**src/rtl/mdu_seq.sv**
```systemverilog
`default_nettype none
// ============================================================================
//  Module      : mdu_seq
//  Description : Sequential unsigned multiply/divide unit with HI/LO result
//                registers. MULTU uses radix-2 shift-add; DIVU uses restoring
//                division. Each runs one bit per cycle for `wide` cycles.
//                HI/LO accept direct writes (MTHI/MTLO) when the unit is idle.
//  Revision    : 1.0 - initial release
// ============================================================================
module mdu_seq #(
    parameter int wide = 32
) (
    input  logic            clk,
    input  logic            rst,      // asynchronous, active-low
    input  logic            start,
    input  logic            op,       // 0 = MULTU, 1 = DIVU
    input  logic [wide-1:0] a,
    input  logic [wide-1:0] b,
    input  logic            we_hi,
    input  logic            we_lo,
    input  logic [wide-1:0] wd,
    output logic            busy,
    output logic            done,
    output logic            dbz,
    output logic [wide-1:0] hi,
    output logic [wide-1:0] lo
);

    localparam int            CW        = $clog2(wide) + 1;
    localparam logic [CW-1:0] LAST_ITER = CW'(wide - 1);
    localparam logic [CW-1:0] CNT_MAX   = CW'(wide);

    typedef enum logic [1:0] {
        IDLE = 2'd0,
        MUL  = 2'd1,
        DIV  = 2'd2,
        DONE = 2'd3
    } state_t;

    state_t              state_q, state_d;
    logic [CW-1:0]       cnt_q,   cnt_d;
    logic [wide-1:0]     opa_q,   opa_d;    // multiplicand / dividend
    logic [wide-1:0]     opb_q,   opb_d;    // divisor
    logic [2*wide-1:0]   prod_q,  prod_d;   // {partial product, multiplier}
    logic [wide:0]       rem_q,   rem_d;    // shifted partial remainder
    logic [wide-1:0]     quo_q,   quo_d;    // {dividend bits left, quotient bits}
    logic [wide-1:0]     hi_q,    hi_d;
    logic [wide-1:0]     lo_q,    lo_d;
    logic                dbz_q,   dbz_d;

    // ------------------------------------------------------------------------
    // Datapath helpers
    // ------------------------------------------------------------------------
    logic [wide:0]       w_mul_sum;
    logic [2*wide-1:0]   w_prod_next;
    logic [wide:0]       w_div_diff;
    logic                w_div_ok;
    logic [wide-1:0]     w_rem_keep;
    logic [wide-1:0]     w_quo_next;
    logic [wide-1:0]     w_a_shl;
    logic [CW-1:0]       w_cnt_inc;
    logic                w_last;

    // Shift-add step: add multiplicand to the upper half when the current
    // multiplier bit is set, then shift the whole accumulator right by one.
    assign w_mul_sum   = {1'b0, prod_q[2*wide-1:wide]}
                       + {1'b0, (prod_q[0] ? opa_q : {wide{1'b0}})};
    assign w_prod_next = {w_mul_sum, prod_q[wide-1:1]};

    // Restoring step: rem_q already holds {remainder, next dividend bit}.
    // Since that value is below 2*divisor, the (wide+1)-bit difference fits
    // and its MSB is a valid sign bit.
    assign w_div_diff  = rem_q - {1'b0, opb_q};
    assign w_div_ok    = ~w_div_diff[wide];
    assign w_rem_keep  = w_div_ok ? w_div_diff[wide-1:0] : rem_q[wide-1:0];
    assign w_quo_next  = {quo_q[wide-2:0], w_div_ok};
    assign w_a_shl     = a << 1;

    // The iteration counter saturates instead of wrapping.
    assign w_cnt_inc   = (cnt_q == CNT_MAX) ? cnt_q : cnt_q + CW'(1);
    assign w_last      = (cnt_q == LAST_ITER);

    // Next-state and datapath update; every target defaults to hold.
    always_comb begin
        state_d = state_q;
        cnt_d   = cnt_q;
        opa_d   = opa_q;
        opb_d   = opb_q;
        prod_d  = prod_q;
        rem_d   = rem_q;
        quo_d   = quo_q;
        hi_d    = hi_q;
        lo_d    = lo_q;
        dbz_d   = dbz_q;

        case (state_q)
            IDLE, DONE: begin
                if (start) begin
                    // Start wins over any direct register write on this edge.
                    opa_d   = a;
                    opb_d   = b;
                    cnt_d   = '0;
                    prod_d  = {{wide{1'b0}}, b};
                    rem_d   = {{wide{1'b0}}, a[wide-1]};
                    quo_d   = w_a_shl;
                    state_d = op ? DIV : MUL;
                end else begin
                    state_d = IDLE;
                    if (we_hi) hi_d = wd;
                    if (we_lo) lo_d = wd;
                end
            end

            MUL: begin
                prod_d = w_prod_next;
                cnt_d  = w_cnt_inc;
                if (w_last) begin
                    state_d = DONE;
                    hi_d    = w_prod_next[2*wide-1:wide];
                    lo_d    = w_prod_next[wide-1:0];
                    dbz_d   = 1'b0;
                end
            end

            DIV: begin
                if (opb_q == {wide{1'b0}}) begin
                    // Divide by zero: no iterations, fixed result.
                    state_d = DONE;
                    hi_d    = opa_q;
                    lo_d    = {wide{1'b1}};
                    dbz_d   = 1'b1;
                end else begin
                    rem_d = {w_rem_keep, quo_q[wide-1]};
                    quo_d = w_quo_next;
                    cnt_d = w_cnt_inc;
                    if (w_last) begin
                        state_d = DONE;
                        hi_d    = w_rem_keep;
                        lo_d    = w_quo_next;
                        dbz_d   = 1'b0;
                    end
                end
            end

            default: state_d = IDLE;
        endcase
    end

    // State and datapath registers with asynchronous active-low clear.
    always_ff @(posedge clk or negedge rst) begin
        if (!rst) begin
            state_q <= IDLE;
            cnt_q   <= '0;
            opa_q   <= '0;
            opb_q   <= '0;
            prod_q  <= '0;
            rem_q   <= '0;
            quo_q   <= '0;
            hi_q    <= '0;
            lo_q    <= '0;
            dbz_q   <= 1'b0;
        end else begin
            state_q <= state_d;
            cnt_q   <= cnt_d;
            opa_q   <= opa_d;
            opb_q   <= opb_d;
            prod_q  <= prod_d;
            rem_q   <= rem_d;
            quo_q   <= quo_d;
            hi_q    <= hi_d;
            lo_q    <= lo_d;
            dbz_q   <= dbz_d;
        end
    end

    assign busy = (state_q == MUL) || (state_q == DIV);
    assign done = (state_q == DONE);
    assign dbz  = dbz_q;
    assign hi   = hi_q;
    assign lo   = lo_q;

endmodule
`default_nettype wire

```
**config.mk**
```make
export PLATFORM = sky130hd
export DESIGN_NAME = mdu_seq
export DESIGN_NICKNAME = d
export VERILOG_FILES = /design/src/rtl/mdu_seq.sv
export SDC_FILE = /design/constraint.sdc
export NUM_CORES = 1
export LEC_CHECK = 0
export BUFFER_PORTS_ARGS = -buffer_cell sky130_fd_sc_hd__buf_2
export CORE_UTILIZATION = 35
export DETAILED_ROUTE_END_ITERATION = 8
export GPL_TIMING_DRIVEN = 0
export PLACE_DENSITY_LB_ADDON = 0.1
export SETUP_SLACK_MARGIN = 0.2
export SLEW_MARGIN = 5
export SYNTH_ARGS = -nofsm -noshare
export SYNTH_HDL_FRONTEND = slang
export SYNTH_SLANG_ARGS = --single-unit
```
**constraint.sdc**
```tcl
create_clock -name clk -period 3.7 [get_ports clk]
set_input_delay 0.37 -clock clk [delete_from_list [all_inputs] [get_ports clk]]
set_output_delay 0.37 -clock clk [all_outputs]
set_load 0.01 [all_outputs]
```
[After elaboration in Yosys (flattened, before gate mapping)]
Index checks and enable logic that the tools add are counted.
Word-level totals
  flip-flop bits (word level): 266
  bits in latches: 0
  RAM bits: 0
  bits in read-only memories: 0
  input bits: 102
  output and inout port bits: 67
  logic and storage cells: 73
  memories: 0
Operators by class
  add/sub/neg operators: 3
  multiply operators: 0
  divide/modulo/power cells: 0
  magnitude comparators: 0
  equal/unequal tests: 12
  shift-type cells: 0
  mux-type cells: 34
  bitwise logic cells: 1
  reductions and logical operators: 13
Operator list (number)
  $mux 32: 14
  $pmux 32 s3: 2
  $pmux 64 s2: 1
  $mux 33: 2
  $pmux 33 s2: 1
  $mux 64: 1
  $pmux 32 s2: 1
  $add 32x32->33: 1
  $sub 33x32->33: 1
  $logic_not 32->1: 1
  $mux 6: 3
  $pmux 6 s3: 1
  $ne 2x2->1 const B: 6
  $mux 2: 4
  $reduce_and 4->1: 2
  $add 6x1->6 const B: 1
  $eq 6x5->1 const B: 1
  $eq 6x6->1 const B: 1
  $pmux 2 s3: 1
  $reduce_and 2->1: 3
  $reduce_bool 2->1: 3
  $eq 2x2->1 const B: 2
  $ne 3x3->1 const B: 1
  $reduce_and 3->1: 1
  7 further kinds: 8

[Logic depth before layout (Yosys ltp)]
Gate-level depths: netlist of the first run.
  depth in word-level cells: 5
  mapped depth: 15
  gate-level depth less buffers: 13

[Worst setup path before layout of the first run]
No wires, ideal clock.
  kind: reg-to-reg
  from: register opb_q[0]
  to: register hi_q[17], in the netlist hi[17]
  setup time: 0.126 ns
  data arrival time: 2.818 ns
  slack: 0.756 ns
  cell stages (with the launch flop): 14
  buffers on the path: 2
  period minus slack after synthesis: 2.944 ns
  cells stage by stage: dfrtp_1 ha_1 fa_1 nand2b_1 a21oi_2 o211ai_2 a311oi_2 nor3_2 buf_6 nor2_8 buf_6 mux2i_1 a21oi_1 o32a_1
On the way
  word-level cells in the longest chain between the ends: 5
Ends and longest elaborated chain
  start, declared: line 43  | logic [wide-1:0] opb_q, opb_d;
  start signal, assigned: line 166  | opb_q <= opb_d;
  $sub 33x32->33: line 73  | assign w_div_diff = rem_q - {1'b0, opb_q};
  $mux 32: line 75  | assign w_rem_keep = w_div_ok ? w_div_diff[wide-1:0] : rem_q[wide-1:0];
  $mux 32: line 136  | if (w_last) begin
  $mux 32: line 126  | if (opb_q == {wide{1'b0}}) begin
  $pmux 32 s3: line 96  | case (state_q)
  end signal, assigned: line 170  | hi_q <= hi_d;
  end, declared: line 47  | logic [wide-1:0] hi_q, hi_d;
Parallel ways exist; a longest one is shown, timed or not. The select of a mux whose other input is x is not followed.
A chain may end at the register's enable or synchronous reset.

[Final worst setup path of the first run]
  from: register state_q[0]
  to: register hi_q[19], in the netlist hi[19]
On the way
  word-level cells in the longest chain between the ends: 4
Ends and longest elaborated chain
  start, declared: line 40  | state_t state_q, state_d;
  start signal, assigned: line 163  | state_q <= state_d;
  $eq 2x2->1 or $logic_not 2->1 (tied branches): line 96
  $reduce_or 2->1: line 96
  $ne 2x2->1 (no source line)
  $reduce_and 4->1 (no source line)
Parallel ways exist; a longest one is shown, timed or not.

==> flow_summary.yaml, run 1 <==
worst_setup_path:
  start_kind: "flip-flop"
  crit_end: "hi[19]$_DFFE_PN0P_"
  crit-reg2reg-launch: "state_q[0]$_DFF_PN0_"
  critPathKind: "reg2reg"
  r2r_setup_slack_ns: 0.25
  critical_path.slowest_cell: "clkbuf_1"
  rr_endpoint: "hi[19]$_DFFE_PN0P_"
  path_max_fanout: 10
  worst-path-stages: 7
  startpoint: "state_q[0]$_DFF_PN0_"
  path_cells: "inv_1, ha_1, clkbuf_1, clkbuf_1, clkbuf_1, a31oi_2, o31ai_1"
  cp_top_family: "buffers and inverters"
  worstPathRequired_ns: 4.16
  cp-end-kind: "flip-flop"
  cp.arrival_ns: 3.91
  r2r_cells: 7
  critPathMaxStageDelay_ns: 0.92
  crit_top_cell: "clkbuf_1"
  path_buf_inv: 4
floorplanning:
  core_um2: 46600
  ios: 169
  die_x_um: 219
  die_area_um2: 48200
  rows: 79
  die_h_um: 219
  start_util_pct: 35.5
worst_hold_path:
  hold_class: "in2reg"
final_layout:
  stdcell_area_um2: 20100
  layout.cells.non_filler: 2718
  drive_above_1_share_pct: 22.8
  final_cell_mix: "267 x nand2_1, 264 x dfrtp_1, 212 x o21ai_0"
  layout_commonest_cell: "nand2_1"
  syn_to_final_growth_pct: 21.7
  layout.nets: 2258
  diodes: 0
timing:
  final_hold_viol_count: 0
  tightest_slew_ns: 1.16
  min_period_ns: 3.45
  fin_crit_sh_pct: 93.2
  slew_viol_final: 0
  whs_ns: 0.0654
  rsz0062_at_grt: "true"
  fmax_ghz: 0.290
  slew_headroom_pct: 22.8
  timing.final.ws_setup_ns: 0.253
  setup_viol: 0
  finClkSkew_ns: 0.0189
global_route:
  grt_pass1_wl_um: 111000
  grt_pass1_vias: 15600
  antenna_found_initial: 1
  grt_use_total_pct: 32.3
  grt_start_max_net_pins: 105
  grt-ovfl-total: 0
cts:
  cts.sinks: 266
  cts_htree_levels: 2
  clk_path_buf_depth: 3
  root_buffer: "clkbuf_16"
  tritoncts: "done"
  clkSlewWorstSetupHoldPaths_ns: 0.06
  clkLatencyLatePin_ns: 0.56
  cts_buffers: 35
detailed_routing:
  drc_errors: 0
  drt-wirelength-per-cell_um: 28.5
  drt_iter0_drc: 1635
  drt_pass1_iterations: 5
  via_per_inst: 5.94
  ant_nets: 0
  vias: 16100
  drt_wl_total_um: 77500
pwr:
  worst_ir_drop_vdd_uv: 441
  powerDensity_nw_per_um2: 940
  cellLeakagePower_nw: 9.13
synth:
  synth-seq-area-share_pct: 40.2
  synth_warnings: 0
  syn-cell-area_um2: 16500
  synth-edff-count: 0
  netlist_instances: 1856
  synthArstFlopShare_pct: 100
  synth.distinct_cells: 85
  mappedNetlistNets: 2029
  synth-main-ff-cell: "dfrtp_1"
  synth-seq-cells: 266
  syn_avg_cell_area_um2: 8.92
placement:
  place_congestion: 0.969
  portBuffers: 168
  dp_hpwl_um: 59800
  pre_cts_slack_ns: -0.685
  dpl.cell_count: 2633
  dpl_cell_area_um2: 18200
status:
  status: "finished clean"
run:
  max_cap_viol_count: 0
## worst min path at each step
stage                       startpoint                    end  cells past startpoint  slack [ns]
floorplan                          rst   cnt_q[0]$_DFFE_PN0P_                      0        0.07
global placement    lo[23]$_DFFE_PN0P_     lo[23]$_DFFE_PN0P_                      1        0.46
detailed placement                 rst   cnt_q[4]$_DFFE_PN0P_                      1        0.38
CTS                              a[14]  opa_q[14]$_DFFE_PN0P_                      2        0.05
global route                     a[14]  opa_q[14]$_DFFE_PN0P_                      2        0.07
finish                           a[14]  opa_q[14]$_DFFE_PN0P_                      2        0.07
## kinds of logic (layout without fill, tap and decap cells)
group	after synthesis	after routing	share of synthesized area, %
XOR/XNOR	49	49	2.59
multiplexers	148	148	9.51
adder cells (fa/ha/maj)	71	71	5.46
AND/OR/NAND/NOR	529	529	14.3
AO/OA/AOI/OAI	614	614	23.5
flip-flops	266	266	40.2
buffers and inverters	179	434	4.42
## final cells by class
class                   instances  area (um^2)
fillers                      4668        26400
plain buffers                 115          563
clock inverters                12          143
well taps                     607          759
multi-input cells            1411         9630
flip-flops and latches        266         6660
clock buffers                  51         1070
repair buffers                192         1070
inverters                      64          241
## routing by layer
layer / GRT usage, % / up-vias / wire (um)
li1: - / 7156 / -
met1: 45.3 / 8080 / 34400
met2: 49.7 / 754 / 34300
met3: 5.52 / 159 / 6090
met4: 11.5 / 0 / 2730
met5: 0 / - / 0
## Yosys cell counts (9+ instances only)
| cell type | count | area, um^2 |
|---|---|---|
| a211oi_1 | 22 | 165 |
| a31oi_1 | 23 | 144 |
| nor2_1 | 98 | 368 |
| nand2b_1 | 9 | 56.3 |
| a221oi_1 | 9 | 78.8 |
| buf_1 | 12 | 45.0 |
| and2_1 | 41 | 257 |
| ha_1 | 69 | 863 |
| a21o_1 | 41 | 308 |
| o31ai_1 | 16 | 120 |
| o21a_1 | 13 | 97.6 |
| nand2_1 | 271 | 1020 |
| clkbuf_1 | 83 | 312 |
| nor3_1 | 25 | 125 |
| inv_1 | 62 | 233 |
| nor4_1 | 12 | 75.1 |
| xor2_1 | 17 | 149 |
| nand3_1 | 26 | 130 |
| nor2b_1 | 10 | 62.6 |
| mux2i_1 | 74 | 741 |
| a21boi_0 | 12 | 90.1 |
| mux2_2 | 74 | 833 |
| o21ai_0 | 218 | 1090 |
| a21oi_1 | 135 | 676 |
| o211ai_1 | 17 | 128 |
| o22ai_1 | 10 | 62.6 |
| buf_2 | 14 | 70.1 |
| dfrtp_1 | 266 | 6660 |
| xnor2_1 | 32 | 280 |
## flip-flops by register name, summed over array words and instances, names as in the netlist
name	count
quo_q	32
hi	32
cnt_q	6
prod_q	64
opa_q	32
state_q	2
opb_q	32
rem_q	33
dbz	1
lo	32
## per-stage QoR
step	setup TNS [ns]	utilization [%]	total power (W)
global route	0	43.3	0.0198
global placement	-878.49	39.0	0.0146
finish	0	43.3	0.0189
CTS	0	42.6	0.0186
floorplan	0	-	0.0106
detailed placement	-44.00	39.1	0.0147
## where the power goes
group	total, W	switching, W	internal (W)
clock	0.00364	0.00143	0.00222
sequential	0.00528	0.00116	0.00411
combinational	0.0100	0.00670	0.00331
## what timing repair did
item                                   4_1_cts  5_1_grt
setup buffers                               11       10
setup endpoints to repair                  163      113
pin swaps                                   12       10
hold buffers                                 1        0
endpoints found under the hold margin       69        0
resized for setup                           88       70
Power figures use the tool's default switching activity.
==> inputs of run 2 (changes only) <==
--- a/config.mk
+++ b/config.mk
@@ -13,3 +13,2 @@
 export SETUP_SLACK_MARGIN = 0.2
-export SLEW_MARGIN = 5
 export SYNTH_ARGS = -nofsm -noshare
--- a/constraint.sdc
+++ b/constraint.sdc
@@ -3,2 +3,2 @@
 set_output_delay 0.37 -clock clk [all_outputs]
-set_load 0.01 [all_outputs]
+set_load 0.02 [all_outputs]
==> flow_summary.yaml, run 2 (synthesized netlist as in run 1, its figures left out) <==
cts:
  clk_path_buf_depth: 3
  tritoncts: "done"
  cts_htree_levels: 2
  clkLatencyLatePin_ns: 0.56
  clkSlewWorstSetupHoldPaths_ns: 0.06
  root_buffer: "clkbuf_16"
  cts.sinks: 266
  cts_buffers: 35
worst_setup_path:
  crit_top_cell: "clkbuf_1"
  path_cells: "inv_1, ha_1, clkbuf_1, clkbuf_1, clkbuf_1, a31oi_2, o31ai_1"
  critical_path.slowest_cell: "clkbuf_1"
  critPathMaxStageDelay_ns: 0.93
  start_kind: "flip-flop"
  path_max_fanout: 10
  cp.arrival_ns: 3.97
  critPathKind: "reg2reg"
  cp-end-kind: "flip-flop"
  path_buf_inv: 4
  cp_top_family: "buffers and inverters"
  worstPathRequired_ns: 4.16
global_route:
  antenna_found_initial: 1
  grt_start_max_net_pins: 105
  grt-ovfl-total: 0
  grt_use_total_pct: 32.3
  grt_pass1_vias: 15600
  grt_pass1_wl_um: 111000
placement:
  place_congestion: 0.969
  dp_hpwl_um: 59800
  pre_cts_slack_ns: -0.685
  portBuffers: 168
timing:
  final_hold_viol_count: 0
  setup-tns-final_ns: 0
  slew_headroom_pct: 22.4
  whs_ns: 0.0615
  slew_viol_final: 0
  min_period_ns: 3.51
  finClkSkew_ns: 0.0156
  setup_viol: 0
  tightest_slew_ns: 1.16
  fin_crit_sh_pct: 94.9
  fmax_ghz: 0.285
  rsz0062_at_grt: "true"
  timing.final.ws_setup_ns: 0.189
final_layout:
  n_fill_cell: 4661
  reg.largest.list: "prod_q x64, rem_q x33"
  largest_reg_flops: 64
  seqCellArea_um2: 6660
  syn_to_final_growth_pct: 22.4
  final_cell_mix: "265 x nand2_1, 264 x dfrtp_1, 210 x o21ai_0"
  layout.nets: 2257
  final_core_util_pct: 43.5
  layout_commonest_cell: "nand2_1"
  top_register: "prod_q"
  drive_above_1_share_pct: 23.0
  multi_input_area_um2: 9700
floorplanning:
  core_um2: 46600
  start_util_pct: 35.5
  rows: 79
  die_area_um2: 48200
  die_x_um: 219
  ios: 169
  die_h_um: 219
pwr:
  p_int_w: 0.00966
  powerDensity_nw_per_um2: 950
  comb_power_share_pct: 53.6
  seqPwrFrac_pct: 27.4
  pwr-share-clk_pct: 18.9
  worst_ir_drop_vdd_uv: 438
  sw_frac_of_total_pct: 49.8
  switching_power_w: 0.00959
  cellLeakagePower_nw: 9.13
  power.total_w: 0.0193
detailed_routing:
  drt_iter0_drc: 1695
  drt-wirelength-per-cell_um: 28.6
  ant_nets: 0
  vias: 16200
  via_per_inst: 5.97
  drc_errors: 0
  drt_pass1_iterations: 5
  drt_wl_total_um: 77600
status:
  status: "finished clean"
run:
  max_cap_viol_count: 0
worst_hold_path:
  hold_class: "in2reg"
-- run 2: power by group through the flow --
stage	clock network [W]	registers, W	logic [W]
after floorplan	0	0.00512	0.00572
after global placement	0	0.00525	0.00963
after detailed placement	0	0.00525	0.00971
after CTS	0.00368	0.00521	0.00998
after global routing	0.00378	0.00536	0.0110
final	0.00365	0.00528	0.0103
-- run 2: cell type report --
| class | instances | share of cell area [%] |
|---|---|---|
| antenna | 1 | 0.0124 |
| buffer | 115 | 2.83 |
| clock buffer | 51 | 5.28 |
| clock inverter | 12 | 0.704 |
| inverter | 64 | 1.19 |
| multi-input combinational | 1411 | 47.9 |
| sequential | 266 | 32.9 |
| tap | 607 | 3.75 |
| timing repair buffer | 191 | 5.47 |
-- run 2: path summary, 6_finish.rpt --
kind,slack (ns),endpoint,from,depth (start not counted)
worst max-delay path,0.19,hi[19]$_DFFE_PN0P_,state_q[0]$_DFF_PN0_,7
worst min-delay path,0.06,opa_q[14]$_DFFE_PN0P_,a[14],2
worst max register to register,0.19,hi[19]$_DFFE_PN0P_,state_q[0]$_DFF_PN0_,7
worst min register to register,0.47,lo[13]$_DFFE_PN0P_,lo[13]$_DFFE_PN0P_,2
max in group asynchronous,1.83,lo[27]$_DFFE_PN0P_,rst,4
min in group asynchronous,0.36,cnt_q[4]$_DFFE_PN0P_,rst,2
-- run 2: per-stage QoR --
| step | cells | area, um^2 |
|---|---|---|
| after CTS | 2709 | 19900 |
| final | 2718 | 20300 |
| after floorplan | 1856 | 16500 |
| after detailed placement | 2633 | 18200 |
| after global placement | 2631 | 18100 |
| after global routing | 2717 | 20300 |
-- run 2: metal layers --
layer	GRT usage, %	vias up	part of all wire (%)
met5	0	-	0
met4	11.5	0	3.6
met3	5.44	146	7.8
met2	49.9	775	44
met1	45.3	8170	44
li1	-	7146	-
-- run 2: what timing repair did --
action / in CTS / in global routing
buffers inserted: 12 / 7
setup endpoints to repair: 163 / 114
pin swaps: 7 / 13
hold endpoints to repair: 69 / 0
cloned: 0 / 1
resized for setup: 85 / 84
hold buffers: 1 / 0
==> inputs of run 3 (changes only) <==
- CORE_UTILIZATION: 35 -> 42
==> flow_summary.yaml, run 3 (synthesized netlist as in run 1, its figures left out) <==
floorplanning:
  die_h_um: 201
  ios: 169
  core_um2: 38700
  die_area_um2: 40200
  die_x_um: 201
  start_util_pct: 42.7
  rows: 72
global_route:
  grt_start_max_net_pins: 102
  grt-ovfl-total: 0
  antenna_found_initial: 1
  grt_pass1_wl_um: 101000
  grt_pass1_vias: 15700
  grt_use_total_pct: 33.8
worst_setup_path:
  critPathKind: "reg2reg"
  cp.arrival_ns: 4.10
  cp_top_family: "compound AO/OA/AOI/OAI gates"
  path_max_fanout: 10
  critical_path.slowest_cell: "nor4_1"
  startpoint: "opb_q[9]$_DFFE_PN0P_"
  worstPathRequired_ns: 4.22
  critPathMaxStageDelay_ns: 0.47
  start_kind: "flip-flop"
  crit-reg2reg-launch: "opb_q[9]$_DFFE_PN0P_"
  cp-end-kind: "flip-flop"
  path_buf_inv: 2
  path_cells: "nor4_1, nand4_1, or2_1, clkbuf_1, a21oi_1, o21ai_1, o21bai_1, clkbuf_2, a221oi_1, a21o_1"
timing:
  fin_crit_sh_pct: 96.7
  setup_viol: 0
  rsz0062_at_grt: "true"
  final_hold_viol_count: 0
  setup-tns-final_ns: 0
  fmax_ghz: 0.279
  finClkSkew_ns: 0.00821
  slew_headroom_pct: 11.7
  tightest_slew_ns: 1.32
  min_period_ns: 3.58
  slew_viol_final: 0
final_layout:
  drive_above_1_share_pct: 21.9
  reg.largest.list: "prod_q x64, rem_q x33"
  layout_commonest_cell: "nand2_1"
  diodes: 0
  layout.nets: 2257
  final_cell_mix: "267 x nand2_1, 265 x dfrtp_1, 211 x o21ai_0"
  largest_reg_flops: 64
  top_register: "prod_q"
  syn_to_final_growth_pct: 19.7
detailed_routing:
  drt_pass1_iterations: 5
  drt_iter0_drc: 1612
  drt_wl_total_um: 69100
  drc_errors: 0
  via_per_inst: 6.10
  drt-wirelength-per-cell_um: 26.3
  vias: 16000
  ant_nets: 0
cts:
  tritoncts: "done"
  root_buffer: "clkbuf_16"
  clkLatencyLatePin_ns: 0.58
  clkSlewWorstSetupHoldPaths_ns: 0.06
  cts_htree_levels: 1
  cts_buffers: 31
  cts.sinks: 266
  clk_path_buf_depth: 3
pwr:
  worst_ir_drop_vdd_uv: 478
  power.total_w: 0.0183
  powerDensity_nw_per_um2: 924
  cellLeakagePower_nw: 8.98
worst_hold_path:
  min_from: "a[13]"
  hold_class: "in2reg"
placement:
  place_congestion: 0.969
  portBuffers: 168
  dp_hpwl_um: 52700
run:
  max_cap_viol_count: 0
status:
  status: "finished clean"
==> run 3: area by class of cell <==
| type | count | area [um^2] |
|---|---|---|
| Clock buffer | 43 | 911 |
| Tap cell | 518 | 648 |
| Buffer | 115 | 559 |
| Multi-Input combinational cell | 1411 | 9560 |
| Sequential cell | 266 | 6660 |
| Inverter | 64 | 241 |
| Timing Repair Buffer | 195 | 1110 |
| Clock inverter | 13 | 125 |
| Fill cell | 3758 | 18900 |
==> run 3: final timing paths <==
| kind | end | slack [ns] | cells after the start |
|---|---|---|---|
| min in group asynchronous | cnt_q[5]$_DFFE_PN0P_ | 0.35 | 2 |
| min reg2reg | lo[23]$_DFFE_PN0P_ | 0.48 | 1 |
| max | lo[27]$_DFFE_PN0P_ | 0.12 | 10 |
| min | opa_q[13]$_DFFE_PN0P_ | 0.04 | 2 |
| max in group asynchronous | prod_q[58]$_DFFE_PN0P_ | 1.96 | 4 |
| max reg2reg | lo[27]$_DFFE_PN0P_ | 0.12 | 10 |
==> run 3: through the flow <==
stage | instance area (um^2) | hold WS, ns | cells | worst slack [ns] | util [%]
floorplan | 16500 | 0.0744 | 1856 | 0.756 | -
global placement | 18000 | 0.459 | 2542 | -3.03 | 46.6
detailed placement | 18100 | 0.377 | 2544 | -0.780 | 46.7
CTS | 19500 | 0.0179 | 2613 | 0.140 | 50.3
global route | 19800 | 0.0286 | 2625 | 0.138 | 51.1
finish | 19800 | 0.0394 | 2625 | 0.121 | 51.1
==> run 3: routing by layer <==
layer	wire length, um	global-route usage (%)
met1	29200	46.8
met2	30800	52.6
met3	6140	5.86
met4	2920	13.1
met5	10	0
==> run 3: power by group <==
group	total, W	internal, W	switching [W]	leakage, nW
clock network	0.00315	0.00184	0.00131	0.506
logic	0.00984	0.00327	0.00657	5.12
registers	0.00531	0.00411	0.00120	3.36
==> run 3: repair_timing <==
item | CTS | global route
pin swaps | 11 | 14
cloned | 0 | 1
hold endpoints to repair | 72 | 0
endpoints found under the setup margin | 144 | 100
buffers inserted | 12 | 11
hold buffers | 1 | 0
resized for setup | 67 | 64
==> run 3: worst register-to-register path, stage by stage (launching register included) <==
cell and delay (ns):
dfrtp_1 0.40, nor4_1 0.47, nand4_1 0.27, or2_1 0.31, clkbuf_1 0.28, a21oi_1 0.37
o21ai_1 0.19, o21bai_1 0.36, clkbuf_2 0.33, a221oi_1 0.41, a21o_1 0.13
